[src/rtl/free_list.sv]
// Circular free list of physical register tags for R10K-style renaming: allocation, reclaim on retire, flush rollback.
// Optional FREELIST_CHECK_EN macro adds an in-list vector that flags double frees and overflow on error_o.
module free_list #(
   parameter int PHYS_REGS      = 128,
   parameter int ARCH_REGS      = 64,
   parameter int DISPATCH_WIDTH = 2,
   parameter int COMMIT_WIDTH   = 2,
   localparam int PW            = $clog2(PHYS_REGS),
   localparam int FL_DEPTH      = PHYS_REGS - ARCH_REGS,
   localparam int PTR_W         = $clog2(FL_DEPTH),
   localparam int CNT_W         = $clog2(FL_DEPTH) + 1
) (
   input  logic                      clk,
   input  logic                      reset_n,
   input  logic [DISPATCH_WIDTH-1:0] alloc_req_i,
   output logic [DISPATCH_WIDTH-1:0] alloc_gnt_o,
   output logic [PW-1:0]             alloc_prf_o [DISPATCH_WIDTH],
   input  logic [COMMIT_WIDTH-1:0]   free_valid_i,
   input  logic [PW-1:0]             free_prf_i [COMMIT_WIDTH],
   input  logic                      flush_i,
   output logic [CNT_W-1:0]          free_count_o,
   output logic                      error_o
);

   localparam logic [CNT_W:0] DEPTH_X = (CNT_W+1)'(FL_DEPTH);

   // Explicit modulo add; lane counts never exceed the depth, so one subtract suffices.
   function automatic logic [PTR_W-1:0] wrap_add(input logic [PTR_W-1:0] p, input logic [CNT_W-1:0] n);
      logic [CNT_W:0] s;
      s = {2'b00, p} + {1'b0, n};
      if (s >= DEPTH_X) s = s - DEPTH_X;
      return s[PTR_W-1:0];
   endfunction

   logic [PW-1:0]    fl_mem_q [FL_DEPTH];
   logic [PW-1:0]    fl_mem_d [FL_DEPTH];
   logic [PTR_W-1:0] head_q, head_d;
   logic [PTR_W-1:0] tail_q, tail_d;
   logic [PTR_W-1:0] rhead_q, rhead_d;
   logic [CNT_W-1:0] count_q, count_d;
   logic [CNT_W-1:0] n_gnt, n_free;
   logic [CNT_W:0]   cnt_sum;

   always_comb begin
      n_gnt = '0;
      for (int i = 0; i < DISPATCH_WIDTH; i++) begin
         alloc_gnt_o[i] = 1'b0;
         alloc_prf_o[i] = fl_mem_q[wrap_add(head_q, n_gnt)];
         if (alloc_req_i[i] && !flush_i && (count_q > n_gnt)) begin
            alloc_gnt_o[i] = 1'b1;
            n_gnt          = n_gnt + 1'b1;
         end
      end
   end

   always_comb begin
      n_free   = '0;
      fl_mem_d = fl_mem_q;
      for (int i = 0; i < COMMIT_WIDTH; i++) begin
         if (free_valid_i[i]) begin
            fl_mem_d[wrap_add(tail_q, n_free)] = free_prf_i[i];
            n_free = n_free + 1'b1;
         end
      end
   end

   always_comb begin
      cnt_sum = {1'b0, count_q} + {1'b0, n_free} - {1'b0, n_gnt};
      tail_d  = wrap_add(tail_q, n_free);
      rhead_d = wrap_add(rhead_q, n_free);
      if (flush_i) begin
         head_d  = rhead_d;
         count_d = DEPTH_X[CNT_W-1:0];
      end else begin
         head_d  = wrap_add(head_q, n_gnt);
         count_d = cnt_sum[CNT_W-1:0];
      end
   end

   always_ff @(posedge clk or negedge reset_n) begin
      if (!reset_n) begin
         head_q  <= '0;
         tail_q  <= '0;
         rhead_q <= '0;
         count_q <= DEPTH_X[CNT_W-1:0];
         for (int i = 0; i < FL_DEPTH; i++) fl_mem_q[i] <= PW'(ARCH_REGS + i);
      end else begin
         head_q   <= head_d;
         tail_q   <= tail_d;
         rhead_q  <= rhead_d;
         count_q  <= count_d;
         fl_mem_q <= fl_mem_d;
      end
   end

   assign free_count_o = count_q;

`ifdef FREELIST_CHECK_EN
   logic [PHYS_REGS-1:0] in_list_q, in_list_d;
   logic                 error_q, error_d;
   logic [CNT_W:0]       squash_span;
   logic [CNT_W:0]       dist;
   logic [CNT_W:0]       pos;
   logic [CNT_W:0]       rh_ext;

   always_comb begin
      in_list_d   = in_list_q;
      error_d     = error_q;
      squash_span = DEPTH_X - ({1'b0, count_q} + {1'b0, n_free});
      rh_ext      = {2'b00, rhead_d};
      pos         = '0;
      dist        = '0;
      for (int i = 0; i < DISPATCH_WIDTH; i++)
         if (alloc_gnt_o[i]) in_list_d[alloc_prf_o[i]] = 1'b0;
      for (int i = 0; i < COMMIT_WIDTH; i++) begin
         if (free_valid_i[i]) begin
            if (in_list_q[free_prf_i[i]]) error_d = 1'b1;
            for (int m = 0; m < i; m++)
               if (free_valid_i[m] && (free_prf_i[m] == free_prf_i[i])) error_d = 1'b1;
            in_list_d[free_prf_i[i]] = 1'b1;
         end
      end
      if (cnt_sum > DEPTH_X) error_d = 1'b1;
      // Squashed allocations occupy [rhead_d, head_q) after this cycle's retirements.
      if (flush_i) begin
         for (int p = 0; p < FL_DEPTH; p++) begin
            pos  = (CNT_W+1)'(p);
            dist = (pos >= rh_ext) ? (pos - rh_ext) : (pos + DEPTH_X - rh_ext);
            if (dist < squash_span) in_list_d[fl_mem_q[p]] = 1'b1;
         end
      end
   end

   always_ff @(posedge clk or negedge reset_n) begin
      if (!reset_n) begin
         error_q <= 1'b0;
         for (int i = 0; i < PHYS_REGS; i++) in_list_q[i] <= (i >= ARCH_REGS);
      end else begin
         error_q   <= error_d;
         in_list_q <= in_list_d;
      end
   end

   assign error_o = error_q;
`else
   assign error_o = 1'b0;
`endif

endmodule

[config.mk]
export PLATFORM = sky130hd
export DESIGN_NAME = free_list
export DESIGN_NICKNAME = d
export VERILOG_FILES = /design/src/rtl/free_list.sv
export SDC_FILE = /design/constraint.sdc
export NUM_CORES = 1
export LEC_CHECK = 0
export ABC_CLOCK_PERIOD_IN_PS = 7050
export BUFFER_PORTS_ARGS = -buffer_cell sky130_fd_sc_hd__buf_2
export CORE_AREA = 4 4 261 263
export CTS_CLUSTER_SIZE = 14
export DETAILED_ROUTE_END_ITERATION = 7
export DIE_AREA = 0 0 265 267
export PLACE_DENSITY = 0.59
export SYNTH_ARGS = -nofsm -noshare
export SYNTH_HDL_FRONTEND = slang
export SYNTH_SLANG_ARGS = --single-unit
[constraint.sdc]
create_clock -name clk -period 7.05 [get_ports clk]
set_input_delay 0 -clock clk [delete_from_list [all_inputs] [get_ports clk]]
set_output_delay 0 -clock clk [all_outputs]
set_load 0.01 [all_outputs]
# Yosys cells after proc, flatten, opt, wreduce, memory -nomap -nowiden
# Index checks and enable logic that the tools add are counted.
[classes] addsub=16 n_mul=0 div_mod_pow=0 order_cmp=15 n_eq_ne=0 shift=0 muxes=31 bitwise_logic=4 reduce_logical=7
[op_table] op="$bwmux 448" count=2
[op_table] op="$mux 448" count=2
[op_table] op="$bmux 7 s6" count=2
[op_table] op="$demux 7 s6" count=2
[op_table] op="$mux 7" count=9
[op_table] op="$mux 6" count=10
[op_table] op="$ge 7x7->1 const B" count=6
[op_table] op="$sub 6x1->6 const B" count=7
[op_table] op="$not 6->7" count=4
[op_table] op="$add 6x7->8" count=3
[op_table] op="$ge 8x7->1 const B" count=3
[op_table] op="$add 6x1->7" count=2
[op_table] op="$add 7x1->7 const B" count=2
[op_table] op="$ge 6x7->1 const B" count=2
[op_table] op="$lt 7x1->1 const B" count=2
[op_table] op="$add 7x7->7" count=1
[op_table] op="$gt 7x1->1 const B" count=1
[op_table] op="$gt 7x7->1" count=1
[op_table] op="$sub 7x7->7" count=1
[op_table] op="$logic_and 1x1->1" count=6
[op_table] op="$mux 1" count=4
[op_table] op="$logic_not 1->1" count=1
[word_totals] reg_bits=473 latch_bits=0 ram_bits=0 rom_bits=0 inputBits=21 output_inout_bits=24 word_cells=141 memories=0

# Logic depth before layout (Yosys ltp)
[depth] word_depth=12 mapped_depth=22 depth_no_buf=21

# Worst setup path after synthesis
# Ideal clock, no wire load.
[synth_timing] path_type="reg2out" startpoint="reg count_q[4], in the netlist free_count_o[4]" endpoint="out alloc_prf_o[3] (netlist name)" arrival_ns=3.795 slack_ns=3.255 stages_incl_launch_ff=14 path_cell_list="dfrtp_1 inv_1 ha_1 and3b_1 buf_2 a21oi_1 and2_1 ha_1 clkbuf_1 buf_1 mux4_2 mux2i_1 o21ai_1 or4_1"
[synth_lines] element="from (decl)" line="40" rtl="logic [CNT_W-1:0] count_q, count_d;"
[synth_lines] element="from (signal assigned)" line="85" rtl="count_q <= DEPTH_X[CNT_W-1:0];"
[synth_lines] element="from (signal assigned)" line="91" rtl="count_q <= count_d;"
[synth_lines] element="to (decl)" line="17" rtl="output logic [PW-1:0] alloc_prf_o [DISPATCH_WIDTH],"

==> flow_summary_export.csv <==
group,metric,value,unit
finish,final_nets,3178,
power,pwr-share-comb,47.7,%
sta,fin_tns_setup,0,ns
run,maxCapViolations,0,
setup_path,critPathLaunch,"free_count_o[4]$_DFF_PN0_",
setup_path,r2r-start,"tail_q[0]$_DFF_PN0_",
grt,antenna_found_initial,7,
finish,final_area,32970,um^2
routing,vias,26070,
sta,rsz0062_at_grt,"false",
die,start_util,46.70,%
die,core_area,65630,um^2
setup_path,worst_setup_path_end_kind,"output port",
routing,viasPerCell,6.453,
sta,slew-limit-headroom,10.35,%
power,power.leakage,13.41,nW
sta,fin_ws,1.535,ns
setup_path,cp_max_fo,40,
power,power,16.73,mW
die,pin_count,45,
place,dp_hpwl,78.21,mm
die,rows,94,
synth,synthDistinctLibCells,52,
synth,yosys_warnings,0,
synth,syn_avg_cell_area,9.350,um^2
sta,hold_viol,1,
synth,synthCells,3278,
clocking,cts.sinks,473,
finish,fill_cells,6092,
die,die_y,267,um
synth,syn_nets,3327,
sta,setup_viol,0,
power,seqPwrFrac,35.2,%
die,dieArea,70760,um^2
finish,fin_util,50.24,%
clocking,cts.clk_slew.worst_paths,0.06,ns
sta,maxSlewViolCount,0,
routing,drt_iter0_markers,3204,
synth,netlist_area,30650,um^2
sta,post-route-period-util,78.22,%
routing,detail_route.wl_per_cell,29.55,um
setup_path,cp.arrival,5.51,ns
power,clockPowerShare,17.1,%
clocking,post_cts_buffers,0,
die,die_x,265,um
synth,synth-seq-cells,473,
clocking,cts-root-buf,"clkbuf_16",
setup_path,crit_required,7.05,ns
finish,final_common_cell,"nand2_1",
finish,mostFrequentLayoutCells,"679 x nand2_1, 480 x mux2i_1, 282 x nor2_1, 271 x o21ai_0, 257 x dfstp_2",
sta,holdWs,-0.003273,ns
setup_path,startpoint_type,"flip-flop",
power,p_int,9.251,mW
clocking,cts-buffers-inserted,53,
clocking,cts_tree,"done",
place,placed_area,31180,um^2
clocking,clk_path_buf_depth,3,
synth,ys_seq_area_share,39.67,%
grt,grt_overflow_total,0,
min_path,min_path_type,"in -> async",
sta,finalClockSkew,0.01869,ns
power,peakVddDrop,248.2,uV
status,violations,"negative hold slack",
clocking,htree_levels,2,
grt,grt_start_max_net_pins,173,
routing,antenna_left,0,
routing,drc,0,
status,outcome,"finished, violations left",
place,place_congestion,1.005,
finish,syn_to_final_growth,7.585,%
routing,wirelength,119.4,mm
power,switchingPower,7.481,mW
grt,grt_pass1_vias,25350,
sta,worstMarginPinSlew,1.341,ns
sta,min_period,5.515,ns
finish,drive_gt1_share,19.63,%
setup_path,critical_path_class,"reg -> out",
grt,grtUsageTotal,33.33,%
sta,max_freq,0.1813,GHz
place,port_buffers,43,
routing,drt-pass1-iter-count,5,
clocking,clk_latency,0.62,ns
grt,grt_pass1_wl,175.8,mm
power,p_sw_share,44.71,%
place,post-place-ws,2.278,ns
power,power_density,507.4,nW/um^2
## metal layers
layer | track usage (%) | vias to the layer above | routed length [um]
met5 | 0 | - | 49
met4 | 12.61 | 8 | 5081
met3 | 8.444 | 297 | 12840
met2 | 50.65 | 1498 | 52720
met1 | 46.33 | 13020 | 48690
li1 | - | 11250 | -
## through the flow
stage	hold slack [ns]	instances
3_3_place_gp	0.09364	3934
6_report	-0.003273	4040
4_1_cts	0.01038	4037
3_5_place_dp	0.1040	3934
5_1_grt	0.04041	4037
2_1_floorplan	-0.2956	3278
## cell type report
cell class | instances | area, um^2 | area share (%)
diodes | 3 | 7.507 | 0.02277
clock buffers | 84 | 1563 | 4.739
clock inverters | 15 | 185.2 | 0.5616
inverters | 27 | 101.3 | 0.3074
multi-input cells | 2485 | 17240 | 52.28
flip-flops and latches | 473 | 12170 | 36.90
well taps | 864 | 1081 | 3.279
repair buffers | 89 | 630.6 | 1.912
## critical path: stages (launching register included)
cell and delay [ns]:
dfrtp_1 0.36, inv_1 0.10, ha_1 0.20, and3b_1 0.28, a21oi_1 0.27, and2_1 0.33
ha_1 0.32, xor2_2 0.14, buf_4 0.31, and2_2 0.94, buf_4 0.34, nand3_1 0.09
nand4_1 0.22, o22ai_1 0.18, or4_1 0.56, buf_2 0.20
## cells by family after synthesis
logic type / Yosys count / share of synthesized area (%)
flip-flops: 473 / 39.67
multiplexers: 642 / 27.54
AND/OR/NAND/NOR: 1260 / 17.33
buffers and inverters: 320 / 4.266
AO/OA/AOI/OAI: 529 / 9.169
adder cells (fa/ha/maj): 28 / 1.266
other: 1 / 0.01224
XOR/XNOR: 25 / 0.7390
## power groups by stage
stage | sequential [mW] | clock [mW] | combinational, mW
after floorplan | 4.97 | 0 | 5.54
after global placement | 5.82 | 0 | 7.68
after detailed placement | 5.84 | 0 | 7.80
after CTS | 5.82 | 2.90 | 7.82
after global routing | 5.99 | 3.01 | 8.51
final | 5.89 | 2.87 | 7.98
## state kept, by name, summed over array words and instances (netlist names)
signal,flops
tail_q,6
head_q,6
fl_mem_q,448
rhead_q,6
free_count_o,7
## final timing paths
check	to	slack, ns	cells past startpoint
hold reg to reg	rhead_q[5]$_DFF_PN0_	0.46	1
hold / removal	fl_mem_q[301]$_DFF_PN0_	-0.003	2
max in group asynchronous	fl_mem_q[119]$_DFF_PN0_	5.51	3
setup reg to reg	fl_mem_q[43]$_DFF_PN0_	2.74	6
min in group clk	rhead_q[0]$_DFF_PN0_	0.05	3
setup / recovery	alloc_prf_o[3]	1.54	15
## synth_stat cells (all sizes together)
library cell | n | share of area [%]
mux2i | 480 | 16
a31oi | 1 | 0.020
inv | 27 | 0.33
dfstp | 257 | 22
nand4b | 11 | 0.31
dfrtp | 216 | 18
a32oi | 24 | 0.69
and3b | 1 | 0.029
xnor2 | 15 | 0.43
nand3 | 166 | 2.7
fa | 5 | 0.33
nand2b | 13 | 0.27
or4 | 6 | 0.15
conb | 1 | 0.012
o21a | 1 | 0.025
a22oi | 3 | 0.073
nand2 | 680 | 8.3
a2111oi | 2 | 0.14
nor3 | 12 | 0.26
or2 | 1 | 0.020
buf | 79 | 1.3
xor2 | 10 | 0.31
ha | 23 | 0.94
nand3b | 2 | 0.049
a21oi | 206 | 3.4
clkbuf | 214 | 2.6
o21bai | 1 | 0.025
nor3b | 2 | 0.049
mux4 | 161 | 12
nor2b | 6 | 0.12
a2bb2oi | 1 | 0.029
or3 | 3 | 0.061
nor4b | 1 | 0.029
and3 | 2 | 0.041
and2 | 10 | 0.20
nor2 | 298 | 3.8
mux2 | 1 | 0.037
o22ai | 9 | 0.18
a21o | 3 | 0.073
a211o | 1 | 0.029
nand4 | 46 | 0.94
o21ai | 277 | 4.5
## timing repair
action,CTS,global route
hold buffers,4,0
endpoints found under the hold margin,104,0
resized for setup,0,0
setup endpoints to repair,0,0
Note: power is estimated with default switching activity, not from simulation.
